File: src/rtl/writeback_arbiter_pkg.sv
// Shared types and constants for the register-file writeback arbiter.
// DATA_WIDTH falls back to 32 when the build does not define it.
`ifndef DATA_WIDTH
`define DATA_WIDTH 32
`endif

package writeback_arbiter_pkg;

   localparam int unsigned WB_DATA_W  = `DATA_WIDTH;
   localparam int unsigned WB_THREADS = 16;
   localparam int unsigned REG_W      = 5;

   localparam logic [REG_W-1:0] ZERO_REG     = REG_W'(0);
   localparam logic [REG_W-1:0] RO_REG_FIRST = REG_W'(29);

   typedef logic [WB_DATA_W-1:0] data_t;

   typedef enum logic {
      ALU_OUT = 1'b0,
      LSU_OUT = 1'b1
   } reg_input_mux_t;

   typedef struct packed {
      data_t                                  warp_id;
      logic [REG_W-1:0]                       rd;
      logic [WB_THREADS-1:0]                  mask;
      logic [WB_THREADS-1:0][WB_DATA_W-1:0]   data;
      reg_input_mux_t                         mux;
   } wb_entry_t;

   // Zero register, read-only registers and empty masks never reach the register file.
   function automatic logic wb_is_drop(input wb_entry_t e);
      return (e.rd == ZERO_REG) || (e.rd >= RO_REG_FIRST) || (e.mask == '0);
   endfunction

endpackage

File: src/rtl/wb_fifo.sv
// Per-source result queue. A push and pop together on an empty queue pass the
// pushed entry straight to the head without storing it.
module wb_fifo #(
   parameter int unsigned DEPTH = 2,
   parameter type         T     = logic
) (
   input  logic clk,
   input  logic reset_n,
   input  logic i_push,
   input  T     i_push_data,
   input  logic i_pop,
   output T     o_head,
   output logic o_empty,
   output logic o_full
);

   localparam int unsigned AW = (DEPTH > 1) ? $clog2(DEPTH) : 1;
   localparam int unsigned CW = AW + 1;

   T              r_mem [DEPTH];
   logic [AW-1:0] r_wptr;
   logic [AW-1:0] r_rptr;
   logic [CW-1:0] r_count;

   logic w_push;
   logic w_pop;
   logic w_thru;

   assign o_empty = (r_count == '0);
   assign o_full  = (r_count == CW'(DEPTH));
   assign w_push  = i_push && (!o_full || i_pop);
   assign w_pop   = i_pop && (!o_empty || i_push);
   assign w_thru  = o_empty && w_push && w_pop;
   assign o_head  = o_empty ? i_push_data : r_mem[r_rptr];

   always_ff @(posedge clk or negedge reset_n) begin
      if (!reset_n) begin
         r_wptr  <= '0;
         r_rptr  <= '0;
         r_count <= '0;
      end else begin
         if (w_push && !w_thru) r_wptr <= r_wptr + AW'(1);
         if (w_pop && !w_thru)  r_rptr <= r_rptr + AW'(1);
         case ({w_push, w_pop})
            2'b10:   r_count <= r_count + CW'(1);
            2'b01:   r_count <= r_count - CW'(1);
            default: r_count <= r_count;
         endcase
      end
   end

   // Storage carries no reset; occupancy alone defines validity.
   always_ff @(posedge clk) begin
      if (w_push && !w_thru) r_mem[r_wptr] <= i_push_data;
   end

endmodule

File: src/rtl/writeback_arbiter.sv
// Round-robin writeback arbiter merging ALU and LSU results into one register-file port.
// Define WB_BYPASS_EN to let a result skip its empty queue straight into the output register.
`ifndef DATA_WIDTH
`define DATA_WIDTH 32
`endif

module writeback_arbiter
   import writeback_arbiter_pkg::*;
#(
   parameter int unsigned THREADS_PER_WARP = WB_THREADS,
   parameter int unsigned DATA_WIDTH       = `DATA_WIDTH,
   parameter int unsigned FIFO_DEPTH       = 2
) (
   input  logic                                        clk,
   input  logic                                        reset_n,

   input  logic                                        alu_valid,
   output logic                                        alu_ready,
   input  logic [DATA_WIDTH-1:0]                       alu_warp_id,
   input  logic [4:0]                                  alu_rd,
   input  logic [THREADS_PER_WARP-1:0]                 alu_mask,
   input  logic [THREADS_PER_WARP-1:0][DATA_WIDTH-1:0] alu_data,

   input  logic                                        lsu_valid,
   output logic                                        lsu_ready,
   input  logic [DATA_WIDTH-1:0]                       lsu_warp_id,
   input  logic [4:0]                                  lsu_rd,
   input  logic [THREADS_PER_WARP-1:0]                 lsu_mask,
   input  logic [THREADS_PER_WARP-1:0][DATA_WIDTH-1:0] lsu_data,

   output logic                                        wb_valid,
   output logic [DATA_WIDTH-1:0]                       wb_warp_id,
   output logic [4:0]                                  wb_rd,
   output reg_input_mux_t                              wb_mux,
   output logic [THREADS_PER_WARP-1:0]                 wb_mask,
   output logic [THREADS_PER_WARP-1:0][DATA_WIDTH-1:0] wb_data,
   input  logic                                        wb_ready,

   output logic [15:0]                                 drop_count
);

   wb_entry_t   r_wb;
   logic        r_wb_valid;
   logic        r_last_alu;
   logic        r_ready_en;
   logic [15:0] r_drop_count;

   wb_entry_t w_alu_entry;
   wb_entry_t w_lsu_entry;
   wb_entry_t w_alu_head;
   wb_entry_t w_lsu_head;
   wb_entry_t w_sel;
   logic      w_alu_empty, w_alu_full, w_lsu_empty, w_lsu_full;
   logic      w_alu_cand, w_lsu_cand;
   logic      w_gnt_alu, w_gnt_lsu;
   logic      w_can_load;
   logic      w_alu_pop, w_lsu_pop;
   logic      w_alu_push, w_lsu_push;
   logic      w_any;
   logic      w_drop;

   // Pack producer ports into queue entries tagged with their writeback source.
   always_comb begin
      w_alu_entry         = '0;
      w_alu_entry.warp_id = alu_warp_id;
      w_alu_entry.rd      = alu_rd;
      w_alu_entry.mask    = alu_mask;
      w_alu_entry.data    = alu_data;
      w_alu_entry.mux     = ALU_OUT;
      w_lsu_entry         = '0;
      w_lsu_entry.warp_id = lsu_warp_id;
      w_lsu_entry.rd      = lsu_rd;
      w_lsu_entry.mask    = lsu_mask;
      w_lsu_entry.data    = lsu_data;
      w_lsu_entry.mux     = LSU_OUT;
   end

   wb_fifo #(.DEPTH(FIFO_DEPTH), .T(wb_entry_t)) u_alu_fifo (
      .clk         (clk),
      .reset_n     (reset_n),
      .i_push      (w_alu_push),
      .i_push_data (w_alu_entry),
      .i_pop       (w_alu_pop),
      .o_head      (w_alu_head),
      .o_empty     (w_alu_empty),
      .o_full      (w_alu_full)
   );

   wb_fifo #(.DEPTH(FIFO_DEPTH), .T(wb_entry_t)) u_lsu_fifo (
      .clk         (clk),
      .reset_n     (reset_n),
      .i_push      (w_lsu_push),
      .i_push_data (w_lsu_entry),
      .i_pop       (w_lsu_pop),
      .o_head      (w_lsu_head),
      .o_empty     (w_lsu_empty),
      .o_full      (w_lsu_full)
   );

   // Round-robin grant: the source granted last loses a tie.
   always_comb begin
      w_alu_cand = !w_alu_empty;
      w_lsu_cand = !w_lsu_empty;
`ifdef WB_BYPASS_EN
      w_alu_cand = !w_alu_empty || (alu_valid && r_ready_en);
      w_lsu_cand = !w_lsu_empty || (lsu_valid && r_ready_en);
`endif
      w_can_load = !r_wb_valid || wb_ready;
      w_gnt_alu  = w_alu_cand && (!w_lsu_cand || !r_last_alu);
      w_gnt_lsu  = w_lsu_cand && !w_gnt_alu;
      w_alu_pop  = w_can_load && w_gnt_alu;
      w_lsu_pop  = w_can_load && w_gnt_lsu;
      w_any      = w_alu_pop || w_lsu_pop;
      w_sel      = w_alu_pop ? w_alu_head : w_lsu_head;
      w_drop     = wb_is_drop(w_sel);
   end

   assign alu_ready  = r_ready_en && (!w_alu_full || w_alu_pop);
   assign lsu_ready  = r_ready_en && (!w_lsu_full || w_lsu_pop);
   assign w_alu_push = alu_valid && alu_ready;
   assign w_lsu_push = lsu_valid && lsu_ready;

   always_ff @(posedge clk or negedge reset_n) begin
      if (!reset_n) begin
         r_wb         <= '0;
         r_wb_valid   <= 1'b0;
         r_last_alu   <= 1'b1;
         r_ready_en   <= 1'b0;
         r_drop_count <= '0;
      end else begin
         r_ready_en <= 1'b1;
         if (w_any) r_last_alu <= w_alu_pop;
         if (w_can_load) begin
            r_wb_valid <= w_any && !w_drop;
            if (w_any && !w_drop) r_wb <= w_sel;
         end
         if (w_any && w_drop && (r_drop_count != 16'hFFFF))
            r_drop_count <= r_drop_count + 16'd1;
      end
   end

   assign wb_valid   = r_wb_valid;
   assign wb_warp_id = r_wb.warp_id;
   assign wb_rd      = r_wb.rd;
   assign wb_mux     = r_wb.mux;
   assign wb_mask    = r_wb.mask;
   assign wb_data    = r_wb.data;
   assign drop_count = r_drop_count;

endmodule

File: config.mk
export PLATFORM = sky130hd
export DESIGN_NAME = writeback_arbiter
export DESIGN_NICKNAME = d
export VERILOG_FILES = /design/src/rtl/writeback_arbiter_pkg.sv /design/src/rtl/wb_fifo.sv /design/src/rtl/writeback_arbiter.sv
export SDC_FILE = /design/constraint.sdc
export NUM_CORES = 2
export LEC_CHECK = 0
export ABC_AREA = 0
export CAP_MARGIN = 20
export CORE_AREA = 2 2 678 680
export DETAILED_ROUTE_END_ITERATION = 6
export DIE_AREA = 0 0 680 682
export HOLD_SLACK_MARGIN = 0.05
export SLEW_MARGIN = 15
export SYNTH_ARGS = -nofsm -noshare
export SYNTH_HDL_FRONTEND = slang
export SYNTH_SLANG_ARGS = --single-unit
File: constraint.sdc
create_clock -name clk -period 26 [get_ports clk]
set_input_delay 5.2 -clock clk [delete_from_list [all_inputs] [get_ports clk]]
set_output_delay 5.2 -clock clk [all_outputs]
set_load 0.1 [all_outputs]
==> results.sh <==
export IMPL_clkTransAtPathRegs_ns=0.05
export IMPL_io_pins=1720
export IMPL_async_reset_ff_frac=0.208
export IMPL_min_period_ns=13.81
export IMPL_setup_tns_ns=0
export IMPL_tightest_slew_ns=1.26
export IMPL_grt_max_degree=165
export IMPL_min_to="wb_data[99]"
export IMPL_hold_buffers=0
export IMPL_fmax_ghz=0.0724
export IMPL_syn_area_per_cell_um2=15.5
export IMPL_p_leak_uw=0.0528
export IMPL_worst_skew_pair_late_latency_ns=0.93
export IMPL_place_area_um2=139000
export IMPL_wl_per_cell_um=29.0
export IMPL_numPortBuffers=1719
export IMPL_path_class="in -> out"
export IMPL_viasPerCell=4.78
export IMPL_yosysWarningCount=0
export IMPL_initial_core_util=0.254
export IMPL_synth_seq_cells=2853
export IMPL_synth_edff_count=2260
export IMPL_gr_total_overflow=0
export IMPL_yosysTopAreaCell="edfxtp_1"
export IMPL_cts_resized=0
export IMPL_whs_path_depth=1
export IMPL_grt_antenna_before_repair=196
export IMPL_r2r_start="u_lsu_fifo.r_rptr"
export IMPL_power_frac_comb=0.497
export IMPL_worstHoldStart="wb_data[99]"
export IMPL_setup_violations=0
export IMPL_synth_most_common_cell="edfxtp_1"
export IMPL_worstSetupStartpointType="input pin"
export IMPL_powerDensity_nw_per_um2=146
export IMPL_final_nets=10300
export IMPL_crit_required_ns=20.80
export IMPL_reg2regPathDepth=13
export IMPL_final_max_slew_viol_count=0
export IMPL_yosys_cell_types_count=47
export IMPL_die_x_um=680
export IMPL_grt_setup_unrepaired="no"
export IMPL_finalNonFillerCells=15500
export IMPL_top_usage_layer="met2"
export IMPL_grt_pass1_vias=72200
export IMPL_die_y_um=682
export IMPL_cp_arrival_ns=8.61
export IMPL_pwr_share_seq=0.296
export IMPL_synth_nets=8616
export IMPL_dpl_cell_count=14800
export IMPL_dp_hpwl_um=321000
export IMPL_rows=249
export IMPL_area_growth_pct=28.8
export IMPL_ant_nets=0
export IMPL_netlist_area_um2=116000
export IMPL_relSlewSlack=0.139
export IMPL_netlist_instances=7478
export IMPL_wl_um=450000
export IMPL_final_cell_area_um2=150000
export IMPL_grtUsageMet3=0.0523
export IMPL_drv_cap=0
export IMPL_cts_max_level=5
export IMPL_core_area_um2=457000
export IMPL_ir_drop_v=0.000179
export IMPL_outcome="finished, final reports clean"
export IMPL_firstDrtPassIters=6
export IMPL_cp_end_kind="output pin"
export IMPL_synth_top_area_share=0.584
export IMPL_post_cts_buffers=0
export IMPL_hold_path_class="reg -> reg"
export IMPL_dieArea_um2=464000
export IMPL_synth_ff_type="edfxtp_1"
export IMPL_grtUsageMet1=0.220
export IMPL_synthTopCellsByArea="edfxtp_1 58%, dfrtp_1 13%, mux2_2 5.9%"
export IMPL_pre_cts_ws_ns=12.23
export IMPL_met2_usage=0.299
export IMPL_r2r_end="wb_data[364]"
export IMPL_cts_buffers=320
export IMPL_ys_seq_area_frac=0.712
export IMPL_hold_viol_final=0
export IMPL_skew_ns=0.0341
export IMPL_cp_max_fo=100
export IMPL_grt_util_all_layers=0.184
export IMPL_cts_root_buf="clkbuf_16"
export IMPL_p_int_uw=11500
export IMPL_cts_buffer_depth=4
export IMPL_swShare=0.474
export IMPL_rrSetupSlack_ns=18.11
export IMPL_cts_tree="built"
export IMPL_yosys_top_cells_count="2260 x edfxtp_1, 614 x mux2_2, 603 x mux2i_1"
export IMPL_first_iter_violations=6718
export IMPL_setup_slack_ns=12.19
export IMPL_post_route_period_util=0.531
export IMPL_p_clk_frac=0.207
export IMPL_drc=0
export IMPL_p_sw_uw=10400
export IMPL_gp_congestion=0.935
export IMPL_vias=74100
export IMPL_grt_pass1_wl_um=603000
export IMPL_drive_gt1_frac=0.154
export IMPL_clkSinkCount=2853
export IMPL_fill_cells=45000
final cells by class:
cell class	instances	area, µm²	share of cell area
clock inverters	132	1310	0.00877
diodes	109	273	0.00182
inverters	6	30.0	0.000201
flip-flops and latches	2853	82700	0.552
clock buffers	463	9010	0.0602
repair buffers	1878	18100	0.121
well taps	6024	7540	0.0503
multi-input cells	4055	30700	0.205
flip-flops by register name, summed over array words and instances, names as in the netlist:
name                flops
u_lsu_fifo.r_wptr       1
wb_rd                   5
u_alu_fifo.r_rptr       1
wb_mask                16
r_ready_en              1
wb_data               512
u_alu_fifo.r_count      2
wb_warp_id             32
wb_mux                  1
u_lsu_fifo.r_count      2
u_lsu_fifo.r_rptr       1
u_alu_fifo.r_wptr       1
wb_valid                1
drop_count             16
u_lsu_fifo.r_mem     1130
r_last_alu              1
u_alu_fifo.r_mem     1130
cell usage in the layout (no fill, tap or decap), types with 5 or more instances in the layout:
cell type,instances
mux2_2,614
xnor2_1,10
inv_1,5
buf_4,327
clkinv_1,42
clkinv_2,45
a2111oi_1,5
diode_2,109
inv_6,7
nand4_1,550
clkbuf_16,328
bufinv_16,18
o21ai_0,545
buf_12,21
nor3_1,7
xor2_1,15
clkdlybuf4s50_1,1510
nand2_1,16
clkbuf_1,105
a21oi_1,558
nor2_1,549
clkinv_8,9
edfxtp_1,2260
clkbuf_8,30
buf_2,17
nand3_1,9
dfrtp_1,590
mux2i_1,600
mux2_1,527
worst max path at each step:
stage,from,endpoint,cells after the start
2_1_floorplan,wb_ready,u_alu_fifo.r_mem[0][0],9
5_1_grt,wb_ready,alu_ready,6
6_report,wb_ready,alu_ready,6
4_1_cts,wb_ready,alu_ready,6
3_3_place_gp,wb_ready,alu_ready,6
3_5_place_dp,wb_ready,alu_ready,6
stage by stage:
step                hold slack (ns)  utilization  total power, µW
global placement              0.472        0.304            17400
floorplan                     0.478            -            14100
detailed placement            0.479        0.304            17500
CTS                           0.492        0.327            22000
global route                  0.500        0.327            22700
finish                        0.486        0.327            21800
power by group through the flow:
stage                     sequential (µW)  clock, µW  combinational [µW]
after floorplan                      9940          0                4170
after global placement               6530          0               10900
after detailed placement             6550          0               10900
after CTS                            6470       4610               10900
after global routing                 6550       4770               11300
final                                6470       4520               10900
routing by layer:
metal  share of wire  routed length (µm)
met5         0.00081                 363
met4           0.057               25500
met2            0.47              214000
met1            0.39              173000
met3           0.083               37200
critical path, cell delays in order:
cell and delay, ns:
clkdlybuf4s50_1 0.60, nand2b_4 0.46, nand3_1 0.29, inv_8 0.59, o31a_1 0.25, clkdlybuf4s50_1 1.14
logic make-up (layout without fill, tap and decap cells):
| logic type | Yosys count | count (layout) | synth area share |
|---|---|---|---|
| muxes | 1744 | 1744 | 0.162 |
| other | 1 | 110 | 0.0000323 |
| buffers and inverters | 570 | 2479 | 0.0246 |
| DFF | 2853 | 2853 | 0.712 |
| and+or+nand+nor | 1149 | 1149 | 0.0495 |
| adders and majority gates | 3 | 3 | 0.000323 |
| AOI/OAI and AO/OA | 1133 | 1133 | 0.0496 |
| xor gates and xnor gates | 25 | 25 | 0.00188 |
(Power assumes the default switching activity.)
